### src/rtl/reg_scoreboard.sv
// Register scoreboard: per-register saturating pending-write counters, multi-port
// writeback retire, combinational RAW/WAW-depth issue grant, flush, sticky underflow flag.
// Optional macro SCOREBOARD_WB_BYPASS_EN: same-cycle writebacks are subtracted when
// evaluating source hazards, so a retiring producer releases its consumer immediately.

module reg_sb_entry #(
  parameter int CNT_W = 2,
  parameter int DW    = 2
) (
  input  logic          clk,
  input  logic          rst_n,
  input  logic          flush_i,
  input  logic          inc_i,
  input  logic [DW-1:0] dec_i,
  output logic          busy_o,
  output logic          eff_nz_o,
  output logic          full_o,
  output logic          uflow_o
);
  localparam int SW = ((CNT_W > DW) ? CNT_W : DW) + 1;

  logic [CNT_W-1:0] cnt_q, cnt_d;
  logic [SW-1:0]    sum, decx;

  always_comb begin
    sum     = SW'(cnt_q) + SW'(inc_i);
    decx    = SW'(dec_i);
    uflow_o = decx > sum;
    cnt_d   = uflow_o ? '0 : CNT_W'(sum - decx);
    if (flush_i) cnt_d = '0;
  end

  always_ff @(posedge clk or negedge rst_n) begin
    if (!rst_n) cnt_q <= '0;
    else        cnt_q <= cnt_d;
  end

`ifdef SCOREBOARD_WB_BYPASS_EN
  assign eff_nz_o = SW'(cnt_q) > decx;
`else
  assign eff_nz_o = cnt_q != '0;
`endif
  assign full_o = &cnt_q;
  assign busy_o = cnt_q != '0;
endmodule

module reg_scoreboard #(
  parameter int REG_COUNT  = 32,
  parameter int REG_ADDR_W = 5,
  parameter int WB_PORTS   = 2,
  parameter int CNT_W      = 2
) (
  input  logic                           clk,
  input  logic                           rst_n,
  input  logic                           issue_valid,
  input  logic [REG_ADDR_W-1:0]          issue_rd,
  input  logic                           issue_rd_we,
  input  logic [REG_ADDR_W-1:0]          issue_rs1,
  input  logic                           issue_rs1_en,
  input  logic [REG_ADDR_W-1:0]          issue_rs2,
  input  logic                           issue_rs2_en,
  output logic                           issue_ok,
  input  logic [WB_PORTS-1:0]            wb_valid,
  input  logic [WB_PORTS*REG_ADDR_W-1:0] wb_addr,
  input  logic                           flush,
  output logic [REG_COUNT-1:0]           busy,
  output logic                           err_underflow
);
  localparam int DW = $clog2(WB_PORTS + 1);

  // Entry 0 is never built; every per-register vector starts at 1.
  logic [REG_COUNT-1:1] inc, busy_v, eff_nz, full, uflow, hz1, hz2, hzd;
  logic                 fire, err_q;

  assign fire = issue_valid && issue_ok;

  for (genvar r = 1; r < REG_COUNT; r++) begin : g_reg
    logic [DW-1:0] dec;
    always_comb begin
      dec = '0;
      for (int p = 0; p < WB_PORTS; p++)
        if (wb_valid[p] && wb_addr[p*REG_ADDR_W +: REG_ADDR_W] == REG_ADDR_W'(r))
          dec = dec + DW'(1);
    end

    // Addresses outside [1, REG_COUNT) never match any entry, so they stay hazard-free.
    assign hz1[r] = issue_rs1_en && issue_rs1 == REG_ADDR_W'(r) && eff_nz[r];
    assign hz2[r] = issue_rs2_en && issue_rs2 == REG_ADDR_W'(r) && eff_nz[r];
    assign hzd[r] = issue_rd_we  && issue_rd  == REG_ADDR_W'(r) && full[r];
    assign inc[r] = fire && issue_rd_we && issue_rd == REG_ADDR_W'(r);

    reg_sb_entry #(.CNT_W(CNT_W), .DW(DW)) u_entry (
      .clk      (clk),
      .rst_n    (rst_n),
      .flush_i  (flush),
      .inc_i    (inc[r]),
      .dec_i    (dec),
      .busy_o   (busy_v[r]),
      .eff_nz_o (eff_nz[r]),
      .full_o   (full[r]),
      .uflow_o  (uflow[r])
    );
  end

  assign issue_ok = !(|hz1 || |hz2 || |hzd);
  assign busy     = {busy_v, 1'b0};

  // Writebacks are discarded under flush, so they cannot raise the error either.
  always_ff @(posedge clk or negedge rst_n) begin
    if (!rst_n)                err_q <= 1'b0;
    else if (|uflow && !flush) err_q <= 1'b1;
  end
  assign err_underflow = err_q;
endmodule

### config.mk
export PLATFORM = sky130hd
export DESIGN_NAME = reg_scoreboard
export DESIGN_NICKNAME = d
export VERILOG_FILES = /design/src/rtl/reg_scoreboard.sv
export SDC_FILE = /design/constraint.sdc
export NUM_CORES = 1
export LEC_CHECK = 0
export BUFFER_PORTS_ARGS = -buffer_cell sky130_fd_sc_hd__buf_2
export CAP_MARGIN = 20
export CORE_UTILIZATION = 55
export CTS_BUF_LIST = sky130_fd_sc_hd__clkbuf_4
export DETAILED_ROUTE_END_ITERATION = 8
export PLACE_DENSITY = 0.74
export SLEW_MARGIN = 20
export SYNTH_ARGS = -nofsm -noshare
export SYNTH_HDL_FRONTEND = slang
export SYNTH_HIERARCHICAL = 1
export SYNTH_SLANG_ARGS = --single-unit
### constraint.sdc
create_clock -name clk -period 5.2 [get_ports clk]
set_clock_uncertainty 0.2 [all_clocks]
set_input_delay 0.78 -clock clk [delete_from_list [all_inputs] [get_ports clk]]
set_output_delay 0.78 -clock clk [all_outputs]
set_load 0.05 [all_outputs]
==> impl_results.html <==
<table>
<tr><th>Metric</th><th>Value</th></tr>
<tr><th colspan="2">Route</th></tr>
<tr><td>Count of TritonRoute iterations in the first routing pass</td><td>5</td></tr>
<tr><td>Final antenna-violating net count</td><td>0</td></tr>
<tr><td>Via count</td><td>roughly 7000</td></tr>
<tr><td>Final routed wirelength across all metal layers</td><td>between 20 and 25 mm</td></tr>
<tr><td>1st-iter DRT viols</td><td>between 400 and 500</td></tr>
<tr><td>Mean number of vias per cell</td><td>slightly below 6</td></tr>
<tr><td>Average wire per cell in the routed design</td><td>between 15 and 20 um</td></tr>
<tr><td>DRC</td><td>0</td></tr>
<tr><th colspan="2">Power and ir drop</th></tr>
<tr><td>Power density cells</td><td>approximately 150 nW/um2</td></tr>
<tr><td>Static Leak</td><td>between 4 and 5 nW</td></tr>
<tr><td>Worst IR Drop VDD</td><td>roughly 0.10 mV</td></tr>
<tr><th colspan="2">Global routing</th></tr>
<tr><td>Met2 Use GR</td><td>0.4745</td></tr>
<tr><td>First-pass GRT wire length</td><td>35.52 mm</td></tr>
<tr><td>Busiest metal layer after global routing</td><td>met2</td></tr>
<tr><td>Residual overflow from global routing</td><td>0</td></tr>
<tr><td>Vias in the first global route</td><td>about 6800</td></tr>
<tr><td>Initial antenna violation count</td><td>2</td></tr>
<tr><td>Largest net degree at the start of global routing</td><td>64</td></tr>
<tr><td>Met3 GRT Util</td><td>0.05326</td></tr>
<tr><td>Global routing met1 resource utilization</td><td>0.3916</td></tr>
<tr><td>Total routing usage reported by global routing</td><td>0.2954</td></tr>
<tr><th colspan="2">Yosys</th></tr>
<tr><td>Portion of the post-synthesis area used by sequential elements</td><td>0.1911</td></tr>
<tr><td>Post-synthesis cell type count</td><td>65</td></tr>
<tr><td>Synthesis-stage register bit count</td><td>63</td></tr>
<tr><td>Area leader, netlist</td><td>sky130_fd_sc_hd__ha_1</td></tr>
<tr><td>Most used standard cells in the synthesized netlist</td><td>186 x sky130_fd_sc_hd__ha_1, 94 x sky130_fd_sc_hd__inv_1, 76 x sky130_fd_sc_hd__nor2_1</td></tr>
<tr><td>Most instantiated library cell after synthesis</td><td>sky130_fd_sc_hd__ha_1</td></tr>
<tr><td>Number of nets produced by synthesis</td><td>roughly 1200</td></tr>
<tr><td>Number of enable flip-flop cells after synthesis</td><td>0</td></tr>
<tr><td>Post-synthesis instance area</td><td>between 8000 and 9000 um2</td></tr>
<tr><td>Dominant cells by area after synthesis</td><td>sky130_fd_sc_hd__ha_1 28%, sky130_fd_sc_hd__dfrtp_1 19%, sky130_fd_sc_hd__inv_1 4.3%</td></tr>
<tr><td>Post-synth top area share</td><td>0.2820</td></tr>
<tr><td>Post-synthesis instance total</td><td>959</td></tr>
<tr><td>Async SR Flop Fraction</td><td>1.000</td></tr>
<tr><td>Post-synth top flop</td><td>sky130_fd_sc_hd__dfrtp_1</td></tr>
<tr><td>Syn. warnings</td><td>6</td></tr>
<tr><td>Average footprint of a synthesized cell</td><td>8.604 um2</td></tr>
<tr><th colspan="2">Placement</th></tr>
<tr><td>Worst setup slack before clock tree synthesis</td><td>-0.03436 ns</td></tr>
<tr><td>Area post-placement</td><td>about 8500 um2</td></tr>
<tr><td>HPWL after detailed placement</td><td>17.69 mm</td></tr>
<tr><td>Port bufs</td><td>66</td></tr>
<tr><td>Placed insts</td><td>~1200</td></tr>
<tr><td>Placer Congestion</td><td>~0.92</td></tr>
<tr><th colspan="2">Setup path</th></tr>
<tr><td>Endpoint kind of the worst setup timing path</td><td>flip-flop</td></tr>
<tr><td>Worst setup path class</td><td>flip-flop to flip-flop</td></tr>
<tr><td>Maximum fanout along the worst path</td><td>32</td></tr>
<tr><td>Worst Setup Start Kind</td><td>flip-flop</td></tr>
<tr><td>Ordered list of cells on the worst path</td><td>or2_2 &gt; mux4_2 &gt; nand3_1 &gt; nand3_1 &gt; a2111oi_2 &gt; nand3_2 &gt; buf_12 &gt; nor4_1 &gt; ha_1 &gt; ha_1 &gt; inv_1 &gt; ha_1 &gt; nor2b_1 &gt; o21a_1 &gt; nor4_1 &gt; nand4_1 &gt; nor2_1 &gt; o21bai_1</td></tr>
<tr><td>Crit path required time</td><td>approximately 5.3 ns</td></tr>
<tr><td>Arrival time of data at the critical path endpoint</td><td>slightly above 5 ns</td></tr>
<tr><td>Delay of the slowest cell on the worst path</td><td>approximately 0.5 ns</td></tr>
<tr><td>Most used cell along the critical path</td><td>sky130_fd_sc_hd__ha_1</td></tr>
<tr><td>Cell with the largest stage delay on the worst path</td><td>sky130_fd_sc_hd__nor4_1</td></tr>
<tr><th colspan="2">Worst hold path</th></tr>
<tr><td>Worst hold-check path type</td><td>primary input to async pin</td></tr>
<tr><th colspan="2">STA</th></tr>
<tr><td>Number of failing setup endpoints in the final timing report</td><td>0</td></tr>
<tr><td>Post-layout min period</td><td>approximately 5 ns</td></tr>
<tr><td>F_max</td><td>around 0.2 GHz</td></tr>
<tr><td>RSZ-0062 raised after global routing</td><td>false</td></tr>
<tr><td>TNS Setup</td><td>0 ns</td></tr>
<tr><td>Fraction of the cycle the final worst path needs</td><td>0.9574</td></tr>
<tr><td>Min setup slack post-route</td><td>between 0.2 and 0.25 ns</td></tr>
<tr><td>Worst Tran Pin Value</td><td>between 1 and 1.5 ns</td></tr>
<tr><td>Number of hold violations in the final report</td><td>0</td></tr>
<tr><td>Worst Hold Margin</td><td>about 0.29 ns</td></tr>
<tr><td>Tightest slew margin relative to the limit</td><td>0.2887</td></tr>
<tr><td>Final max-slew violation count</td><td>0</td></tr>
<tr><th colspan="2">Die</th></tr>
<tr><td>Die Wd</td><td>~120 um</td></tr>
<tr><td>Initial Utilization</td><td>0.5656</td></tr>
<tr><td>IO Pins</td><td>between 60 and 70</td></tr>
<tr><td>Placement row count</td><td>44</td></tr>
<tr><td>Die outline height</td><td>124.5 um</td></tr>
<tr><td>Std-Cell Core Area</td><td>14590 um2</td></tr>
<tr><td>Die footprint</td><td>between 15000 and 20000 um2</td></tr>
<tr><th colspan="2">CTS</th></tr>
<tr><td>Clk sink count</td><td>63</td></tr>
<tr><td>Resize count post-CTS</td><td>0</td></tr>
<tr><td>Clock Root Buffer</td><td>sky130_fd_sc_hd__clkbuf_4</td></tr>
<tr><td>Number of hold buffers added after cts</td><td>0</td></tr>
<tr><td>Setup fix buffers added after clock tree synthesis</td><td>0</td></tr>
<tr><td>Buffer levels on the longest clock path</td><td>2</td></tr>
<tr><td>Clock transition time at the flip-flop clock pins of the worst setup and hold paths</td><td>between 0.1 and 0.15 ns</td></tr>
<tr><td>CTS Buf Count</td><td>9</td></tr>
<tr><td>CTS tree</td><td>yes</td></tr>
<tr><td>H-tree levels</td><td>3</td></tr>
<tr><td>Skew-Pair Late Insertion Delay</td><td>around 0.48 ns</td></tr>
<tr><th colspan="2">Final layout</th></tr>
<tr><td>Fill count</td><td>approximately 1300</td></tr>
<tr><td>Final cell area excluding filler cells</td><td>between 8000 and 9000 um2</td></tr>
<tr><td>Count of nets after finishing</td><td>between 1000 and 1500</td></tr>
<tr><td>Final Non-Filler Cells</td><td>~1200</td></tr>
<tr><td>Layout-stage area growth over the synthesis result</td><td>4.943%</td></tr>
<tr><td>Fraction of layout cells with a size suffix above 1</td><td>0.1749</td></tr>
<tr><td>Multi-input gate area in the final layout</td><td>~6000 um2</td></tr>
<tr><td>Footprint of the flip-flops and latches</td><td>1577 um2</td></tr>
<tr><th colspan="2">Run status</th></tr>
<tr><td>Outcome</td><td>complete, no violations</td></tr>
<tr><th colspan="2">Flow run</th></tr>
<tr><td>Reported max-cap violation count</td><td>0</td></tr>
</table>
-- cells by family after synthesis --
| logic type | synth area share |
|---|---|
| flops | 0.1911 |
| xor+xnor | 0.03290 |
| compound gates | 0.1007 |
| other cells | 0.0004545 |
| buf+inv | 0.09750 |
| fa+ha+maj | 0.2820 |
| mux | 0.01744 |
| simple gates | 0.2779 |
-- sequential cells by signal (all words and copies together), names as in the netlist --
name             cells
err_underflow        1
g.u_entry/cnt_q     62
-- per-stage QoR --
step | total power (W) | utilization
after CTS | 0.001312 | 0.5928
after global placement | 0.0009038 | 0.5822
after floorplan | 0.0008055 | -
after global routing | 0.001371 | 0.5936
final | 0.001313 | 0.5936
after detailed placement | 0.0009093 | 0.5822
-- worst paths after layout --
path	cells after the start	startpoint	slack, ns	to
min in group clk	1	err_underflow	0.36	err_underflow
max in group asynchronous	2	rst_n	3.94	g_reg[1].u_entry/cnt_q[0]
setup / recovery	18	g_reg[29].u_entry/cnt_q[0]	0.22	err_underflow
setup reg to reg	18	g_reg[29].u_entry/cnt_q[0]	0.22	err_underflow
hold / removal	2	rst_n	0.29	g_reg[28].u_entry/cnt_q[1]
hold reg to reg	1	err_underflow	0.36	err_underflow
-- metal layers --
metal	wire, um	vias to the layer above
met2	10130	221
met1	9848	3323
li1	-	3391
met3	1465	36
met4	651	0
met5	0	-
-- worst max-delay path, delay by kind of cell (launching register included) --
| family | cells | cell delay [ns] |
|---|---|---|
| adder cells (fa/ha/maj) | 3 | 0.70 |
| buffers and inverters | 2 | 0.25 |
| AND/OR/NAND/NOR | 9 | 2.16 |
| flip-flops | 1 | 0.42 |
| AO/OA/AOI/OAI | 3 | 0.64 |
| multiplexers | 1 | 0.46 |
-- cell usage in the layout (no fill, tap or decap), types with 32 or more instances in the layout --
| master | synthesis | routed |
|---|---|---|
| sky130_fd_sc_hd__nor3_1 | 36 | 36 |
| sky130_fd_sc_hd__dfrtp_1 | 63 | 63 |
| sky130_fd_sc_hd__nor2b_1 | 46 | 46 |
| sky130_fd_sc_hd__nor4_1 | 35 | 34 |
| sky130_fd_sc_hd__nor2_1 | 76 | 76 |
| sky130_fd_sc_hd__buf_2 | 10 | 66 |
| sky130_fd_sc_hd__a21oi_1 | 41 | 41 |
| sky130_fd_sc_hd__or2_2 | 33 | 33 |
| sky130_fd_sc_hd__inv_1 | 94 | 94 |
| sky130_fd_sc_hd__o21a_1 | 32 | 32 |
| sky130_fd_sc_hd__ha_1 | 186 | 186 |
-- report_power, final --
| group | internal (W) | switching [W] | leakage [nW] | total [W] |
|---|---|---|---|---|
| registers | 0.000503 | 0.00000935 | 0.869 | 0.000512 |
| clock network | 0.000202 | 0.000205 | 0.0859 | 0.000407 |
| logic | 0.000123 | 0.000271 | 3.27 | 0.000394 |
| total | 0.000828 | 0.000485 | 4.23 | 0.00131 |
-- layout make-up --
type                       count  area share
antenna                        2   0.0005780
clock inverter                 5    0.008380
multi-input combinational    740      0.6787
clock buffer                  11    0.009536
sequential                    63      0.1821
timing repair buffer          82     0.05346
inverter                      94     0.04075
tap                          184     0.02659
Note: power is estimated with default switching activity, not from simulation.
